==> config.mk <==
export PLATFORM = sky130hd
export DESIGN_NAME = uart_rx_framed
export DESIGN_NICKNAME = d
export VERILOG_FILES = /design/src/rtl/uart_rx_framed.sv
export SDC_FILE = /design/constraint.sdc
export NUM_CORES = 1
export LEC_CHECK = 0
export BUFFER_PORTS_ARGS = -buffer_cell sky130_fd_sc_hd__buf_4
export CORE_AREA = 5 5 59 61
export CTS_BUF_LIST = sky130_fd_sc_hd__clkbuf_4
export CTS_CLUSTER_DIAMETER = 120
export DETAILED_ROUTE_END_ITERATION = 10
export DIE_AREA = 0 0 64 66
export GPL_TIMING_DRIVEN = 0
export PLACE_DENSITY = 0.9
export SLEW_MARGIN = 20
export SYNTH_ARGS = -nofsm -noshare
export SYNTH_HDL_FRONTEND = slang
export SYNTH_SLANG_ARGS = --single-unit
==> constraint.sdc <==
create_clock -name clk_in -period 2.1 [get_ports clk_in]
set_input_delay 0.42 -clock clk_in [delete_from_list [all_inputs] [get_ports clk_in]]
set_output_delay 0.42 -clock clk_in [all_outputs]
set_load 0.005 [all_outputs]
==> src/rtl/uart_rx_framed.sv <==
// UART receiver with input synchroniser, mid-bit sampling, false-start rejection,
// optional parity, 1/2 stop bits, per-frame parity/framing flags and break handling.
`timescale 1ns/1ps
module uart_rx_framed #(
  parameter int CLK_BAUD_RATIO = 100,
  parameter int DATA_SIZE      = 8,
  parameter int PARITY         = 0,
  parameter int STOP_BITS      = 1,
  parameter int SYNC_STAGES    = 2
) (
  input  logic                 clk_in,
  input  logic                 rst_in,
  input  logic                 rx_in,
  output logic [DATA_SIZE-1:0] data_out,
  output logic                 new_data_out,
  output logic                 busy_out,
  output logic                 parity_err_out,
  output logic                 frame_err_out
);

  localparam int HALF  = CLK_BAUD_RATIO / 2;
  localparam int CNT_W = $clog2(CLK_BAUD_RATIO);
  localparam int BIT_W = (DATA_SIZE > 1) ? $clog2(DATA_SIZE) : 1;

  typedef enum logic [2:0] {S_IDLE, S_START, S_DATA, S_PARITY, S_STOP, S_BREAK} state_e;

  state_e                 state_q, state_d;
  logic [CNT_W-1:0]       cnt_q, cnt_d;
  logic [BIT_W-1:0]       bit_q, bit_d;
  logic                   stop_q, stop_d;
  logic [DATA_SIZE-1:0]   shift_q, shift_d;
  logic                   par_bit_q, par_bit_d;
  logic                   ferr_acc_q, ferr_acc_d;
  logic [SYNC_STAGES-1:0] sync_q, sync_d;
  logic                   prev_q, prev_d;
  logic [DATA_SIZE-1:0]   data_q, data_d;
  logic                   new_q, new_d;
  logic                   busy_q, busy_d;
  logic                   perr_q, perr_d;
  logic                   ferr_q, ferr_d;

  logic rxs;
  logic baud_tick;
  logic frame_bad;
  logic par_calc;

  assign rxs       = sync_q[SYNC_STAGES-1];
  assign baud_tick = (cnt_q == CNT_W'(CLK_BAUD_RATIO - 1));
  assign par_calc  = (^shift_q) ^ par_bit_q;

  always_comb begin
    // NOTE: every _d gets its hold value first so no path through the case infers a latch.
    state_d    = state_q;
    cnt_d      = cnt_q;
    bit_d      = bit_q;
    stop_d     = stop_q;
    shift_d    = shift_q;
    par_bit_d  = par_bit_q;
    ferr_acc_d = ferr_acc_q;
    sync_d     = {sync_q[SYNC_STAGES-2:0], rx_in};
    prev_d     = rxs;
    data_d     = data_q;
    new_d      = 1'b0;
    perr_d     = perr_q;
    ferr_d     = ferr_q;
    frame_bad  = ferr_acc_q | ~rxs;

    case (state_q)
      S_IDLE: begin
        // prev_q resets low, so a line held low out of reset never looks like a start.
        if (prev_q && !rxs) begin
          state_d = S_START;
          cnt_d   = '0;
        end
      end
      S_START: begin
        if (cnt_q == CNT_W'(HALF - 1)) begin
          cnt_d = '0;
          if (rxs) begin
            state_d = S_IDLE;
          end else begin
            state_d    = S_DATA;
            bit_d      = '0;
            ferr_acc_d = 1'b0;
          end
        end else begin
          cnt_d = cnt_q + CNT_W'(1);
        end
      end
      S_DATA: begin
        if (baud_tick) begin
          cnt_d          = '0;
          shift_d[bit_q] = rxs;
          if (bit_q == BIT_W'(DATA_SIZE - 1)) begin
            state_d = (PARITY != 0) ? S_PARITY : S_STOP;
            stop_d  = 1'b0;
          end else begin
            bit_d = bit_q + BIT_W'(1);
          end
        end else begin
          cnt_d = cnt_q + CNT_W'(1);
        end
      end
      S_PARITY: begin
        if (baud_tick) begin
          cnt_d     = '0;
          par_bit_d = rxs;
          state_d   = S_STOP;
          stop_d    = 1'b0;
        end else begin
          cnt_d = cnt_q + CNT_W'(1);
        end
      end
      S_STOP: begin
        if (baud_tick) begin
          cnt_d = '0;
          if (stop_q == 1'(STOP_BITS - 1)) begin
            data_d  = shift_q;
            ferr_d  = frame_bad;
            perr_d  = (PARITY == 1) ? ~par_calc : (PARITY == 2) ? par_calc : 1'b0;
            new_d   = 1'b1;
            state_d = frame_bad ? S_BREAK : S_IDLE;
          end else begin
            stop_d     = 1'b1;
            ferr_acc_d = frame_bad;
          end
        end else begin
          cnt_d = cnt_q + CNT_W'(1);
        end
      end
      S_BREAK: begin
        // Leaving only once the line is high means the next start needs a fresh edge.
        if (rxs) state_d = S_IDLE;
      end
      default: state_d = S_IDLE;
    endcase

    busy_d = (state_d != S_IDLE);
  end

  // NOTE: sequential state uses non-blocking assignments so all flops update together.
  always_ff @(posedge clk_in) begin
    if (rst_in) begin
      state_q    <= S_IDLE;
      cnt_q      <= '0;
      bit_q      <= '0;
      stop_q     <= 1'b0;
      shift_q    <= '0;
      par_bit_q  <= 1'b0;
      ferr_acc_q <= 1'b0;
      sync_q     <= '0;
      prev_q     <= 1'b0;
      data_q     <= '0;
      new_q      <= 1'b0;
      busy_q     <= 1'b0;
      perr_q     <= 1'b0;
      ferr_q     <= 1'b0;
    end else begin
      state_q    <= state_d;
      cnt_q      <= cnt_d;
      bit_q      <= bit_d;
      stop_q     <= stop_d;
      shift_q    <= shift_d;
      par_bit_q  <= par_bit_d;
      ferr_acc_q <= ferr_acc_d;
      sync_q     <= sync_d;
      prev_q     <= prev_d;
      data_q     <= data_d;
      new_q      <= new_d;
      busy_q     <= busy_d;
      perr_q     <= perr_d;
      ferr_q     <= ferr_d;
    end
  end

  assign data_out       = data_q;
  assign new_data_out   = new_q;
  assign busy_out       = busy_q;
  assign parity_err_out = perr_q;
  assign frame_err_out  = ferr_q;

endmodule

### After elaboration in Yosys (flattened, before gate mapping)

Cells that the tools add are included.

* flip-flop bits (word level): 37
* latch bits: 0
* bits in writable memories: 0
* ROM bits: 0
* output and inout bits: 12
* word-level logic and storage cells: 90
* memories: 0

* add/sub/neg operators: 2
* $mul: 0
* div/mod/pow operators: 0
* order comparisons: 2
* equal/unequal tests: 17
* shifts and indexed selects: 0
* mux-type cells: 35
* bitwise gates (word level): 5
* reduce and logical (&&, ||, !) cells: 17

Operators by type and width (number)
* $mux W3: 13
* $mux W7: 3
* $pmux W7 S3: 1
* $ne A2 B2 Y1 const B: 9
* $pmux W3 S6: 1
* $reduce_and A5 Y1: 3
* $mux W1: 11
* $eq A3 B3 Y1 const B: 3
* $reduce_bool A3 Y1: 3
* $bwmux W8: 1
* $add A7 B1 Y7 const B: 1
* $eq A7 B6 Y1 const B: 1
* $eq A7 B7 Y1 const B: 1
* $eq A3 B2 Y1 const B: 2
* $pmux W3 S2: 1
* $reduce_or A3 Y1: 2
* $lt A3 B4 Y1 const B: 1
* $not A1 Y1: 4
* $reduce_and A2 Y1: 2
* $reduce_bool A2 Y1: 2
* $add A3 B1 Y3 const B: 1
* $demux W1 S3: 1
* $eq A3 B1 Y1 const B: 1
* $ge A3 B1 Y1 const B: 1
* other kinds (8): 9

### Depth between registers and ports, before layout

* word-level depth: 7
* mapped depth: 7
* depth with buffers taken out: 7

### Least setup slack after synthesis

OpenSTA, ideal clock, no wires.

* kind: flip-flop to flip-flop
* start point: reg cnt_q[0]
* end point: reg busy_q (netlist: busy_out)
* setup time: 127 ps
* arrival time: 1535 ps
* data required time: 1973 ps
* slack: 438 ps
* cell stages (with the launch flop): 7
* period minus slack after synthesis: 1662 ps
* cells stage by stage: dfxtp_1 > ha_1 > nor4b_1 > nand3_1 > o2111ai_2 > a31oi_1 > or3_1

* longest elaborated chain between the ends: 4
* elaborated cells between the ends (all ways): 8
* classes of those cells: 2 x eq/ne; 5 x mux; 1 x reduce/logical

RTL lines
* from (decl): RTL line 28 `logic [CNT_W-1:0] cnt_q, cnt_d;`
* from (signal assigned): RTL line 160 `cnt_q <= cnt_d;`
* $eq A7 B7 Y1 / $eq A7 B6 Y1 (equally long branches): RTL line 48, 77
* $mux W3 (on tied branches)
* $pmux W3 S6 (*): RTL line 68 `case (state_q)`
* $reduce_bool A3 Y1 (*): RTL line 138 `busy_d = (state_d != S_IDLE);`
* to (signal assigned): RTL line 170 `busy_q <= busy_d;`
* to (decl): RTL line 38 `logic busy_q, busy_d;`

Mark *: on every way between the ends. The rest lies on a longest branch, timed or not.
A chain may end at the register's enable or synchronous reset.

### Final worst setup path

* start point: reg state_q[2]
* end point: reg shift_q[2]

* longest elaborated chain between the ends: 2

RTL lines
* from (decl): RTL line 27 `state_e state_q, state_d;`
* from (signal assigned): RTL line 159 `state_q <= state_d;`
* $eq A3 B2 Y1: RTL line 68
* $reduce_and A2 Y1 (no source line)
* to (signal assigned): RTL line 163 `shift_q <= shift_d;`
* to (decl): RTL line 31 `logic [DATA_SIZE-1:0] shift_q, shift_d;`

Every way passes these cells.

==> flow_metrics.py <==
metrics = {
    "status": {
        "status": "completed",
    },
    "clock_tree": {
        "clkLatencyLatePin_ns": 0.35,
        "htree_levels": 2,
        "holdBufCountCts": 0,
        "clkSinkCount": 36,
        "path_clk_slew_ns": 0.10,
        "cts_buffers": 5,
        "cts_tree": "built",
        "cts_buffer_depth": 2,
        "root_buffer": "clkbuf_4",
    },
    "die": {
        "core_mm2": 0.00293,
        "chipWidth_um": 64,
        "row_count": 20,
        "io_pins": 15,
        "start_util": 0.581,
        "die-height_um": 66,
        "dieArea_mm2": 0.00422,
    },
    "timing": {
        "hold_violations": 0,
        "setup_ws_ns": 0.293,
        "slew_headroom": 0.665,
        "setup_tns_ns": 0,
        "setup_viol": 0,
        "fmax_mhz": 553,
        "drv_slew": 0,
        "worst_pin_slew_ns": 0.499,
        "fin_crit_sh": 0.861,
        "rsz0062_at_grt": "false",
        "hold_ws_ns": 0.276,
        "clock_skew_ns": 0.00919,
        "finalCriticalPeriod_ns": 1.81,
    },
    "cells_and_area": {
        "area.growth.synth_to_final_pct": 12.1,
        "layout_common_cells": "36 x dfxtp_1, 28 x nor2_1, 17 x mux2i_1, 15 x nand2_1, 14 x buf_4",
        "drive_gt1_frac": 0.213,
        "num-nets-final": 213,
        "utilization": 0.652,
        "fin_cells": 240,
        "antenna_cells": 0,
        "fin_area_mm2": 0.00191,
        "final_common_cell": "dfxtp_1",
    },
    "place": {
        "dp.cells": 232,
        "dpl_worst_slack_ns": 0.208,
        "dp_hpwl_mm": 2.46,
        "io_buffers": 13,
        "routabilityCongestion": 0.793,
        "dpl_cell_area_mm2": 0.00184,
    },
    "global_route": {
        "grt_pass1_wl_mm": 6.09,
        "grt_pass1_vias": 1310,
        "antenna_found_initial": 0,
        "grt.total_usage": 0.185,
        "gr-total-overflow": 0,
        "grt_max_degree": 12,
    },
    "yosys": {
        "synthesis.area_mm2": 0.00170,
        "synth.avg_cell_area_um2": 9.15,
        "yosysWarningCount": 0,
        "synth-seq-cells": 36,
        "synth.distinct_cells": 42,
        "syn-num-nets": 193,
        "ys_seq_area_frac": 0.424,
        "syn-instance-count": 186,
    },
    "critical_path": {
        "end_kind": "register",
        "arrival_ns": 2.04,
        "cp.required_ns": 2.33,
        "critPathLaunchType": "register",
        "cpPeakStageDelay_ns": 0.37,
        "crit_type": "register to register",
        "critPathMaxFanout": 10,
        "critical_path.slowest_cell": "nor4b_2",
        "worstPathCellList": "buf_2 > nor3b_2 > nand3_2 > nor4b_2 > mux2i_1 > nor2_1",
    },
    "route": {
        "vias": 1351,
        "drt_pre_antenna_iters": 5,
        "drc": 0,
        "drtIter0Drc": 22,
        "wl_mm": 3.43,
        "viasPerCell": 5.63,
        "ant_nets": 0,
        "routedWlPerCell_um": 14.3,
    },
    "power_and_ir_drop": {
        "power_mw": 1.17,
        "p_leak_nw": 0.781,
        "vdd_drop_max_v": 0.000504,
        "power_density_mw_per_mm2": 612,
    },
    "flow_run": {
        "max_cap_violations": 0,
    },
    "min_path": {
        "min_path_type": "input pin to register",
    },
}
registers in the layout, summed over array words and instances (netlist names):
name           flops
cnt_q              7
prev_q             1
busy_out           1
frame_err_out      1
state_q            3
bit_q              3
shift_q            8
sync_q             2
new_data_out       1
ferr_acc_q         1
data_out           8
Yosys cell counts, drive strengths merged:
cell | number | area (µm²)
a21o | 2 | 15.0
a21oi | 7 | 35.0
a22o | 1 | 8.76
a22oi | 3 | 22.5
a2bb2oi | 1 | 8.76
a31o | 1 | 8.76
a31oi | 5 | 46.3
and2 | 2 | 12.5
and2b | 1 | 10.0
and4bb | 1 | 16.3
buf | 6 | 38.8
clkbuf | 5 | 18.8
conb | 1 | 3.75
dfxtp | 36 | 721
ha | 4 | 50.1
inv | 5 | 18.8
mux2i | 17 | 170
nand2 | 16 | 67.6
nand2b | 1 | 6.26
nand3 | 8 | 45.0
nand3b | 1 | 7.51
nand4 | 2 | 18.8
nor2 | 28 | 105
nor2b | 5 | 31.3
nor3 | 2 | 10.0
nor3b | 6 | 60.1
nor4 | 1 | 6.26
nor4b | 4 | 47.6
o2111ai | 1 | 15.0
o21ai | 8 | 40.0
or2 | 2 | 12.5
or3 | 3 | 23.8
kinds of logic after synthesis:
| logic type | count (synthesis) | synth area share |
|---|---|---|
| AOI/OAI and AO/OA | 29 | 0.118 |
| DFF | 36 | 0.424 |
| muxes | 17 | 0.100 |
| other | 1 | 0.00220 |
| buffers and inverters | 16 | 0.0449 |
| and+or+nand+nor | 83 | 0.282 |
| adders and majority gates | 4 | 0.0294 |
critical path, delay by kind of cell (launching register included):
family	cells	cell delay, ns
AND/OR/NAND/NOR	4	0.97
flip-flops	1	0.32
multiplexers	1	0.23
buffers and inverters	1	0.18
metal layers:
metal	GRT usage	vias to the layer above	routed length (µm)
met5	0	-	0
met4	0.0727	0	50
met3	0.0561	4	174
met2	0.300	34	1650
met1	0.229	630	1550
li1	-	683	-
where the power goes:
part | total [mW] | internal [mW] | switching (mW)
clock network | 0.389 | 0.160 | 0.229
logic | 0.0780 | 0.0310 | 0.0470
registers | 0.700 | 0.692 | 0.00718
repair_timing:
item | CTS | global route
resized for setup | 0 | 1
setup endpoints to repair | 0 | 1
setup buffers | 0 | 0
area by class of cell:
cell class,instances,area (µm²)
well taps,33,41.3
flip-flops and latches,36,721
fillers,221,1020
multi-input cells,134,911
repair buffers,13,97.6
plain buffers,11,57.6
inverters,5,18.8
clock buffers,7,52.6
clock inverters,1,8.76
final timing paths:
check,startpoint,end,slack (ns),cells past startpoint
max,state_q[2]$_SDFF_PP0_,shift_q[2]$_SDFFE_PP0P_,0.29,6
min,rx_in,sync_q[0]$_SDFF_PP0_,0.28,2
max reg2reg,state_q[2]$_SDFF_PP0_,shift_q[2]$_SDFFE_PP0P_,0.29,6
min reg2reg,sync_q[0]$_SDFF_PP0_,sync_q[1]$_SDFF_PP0_,0.48,1
Power figures use the tool's default switching activity.
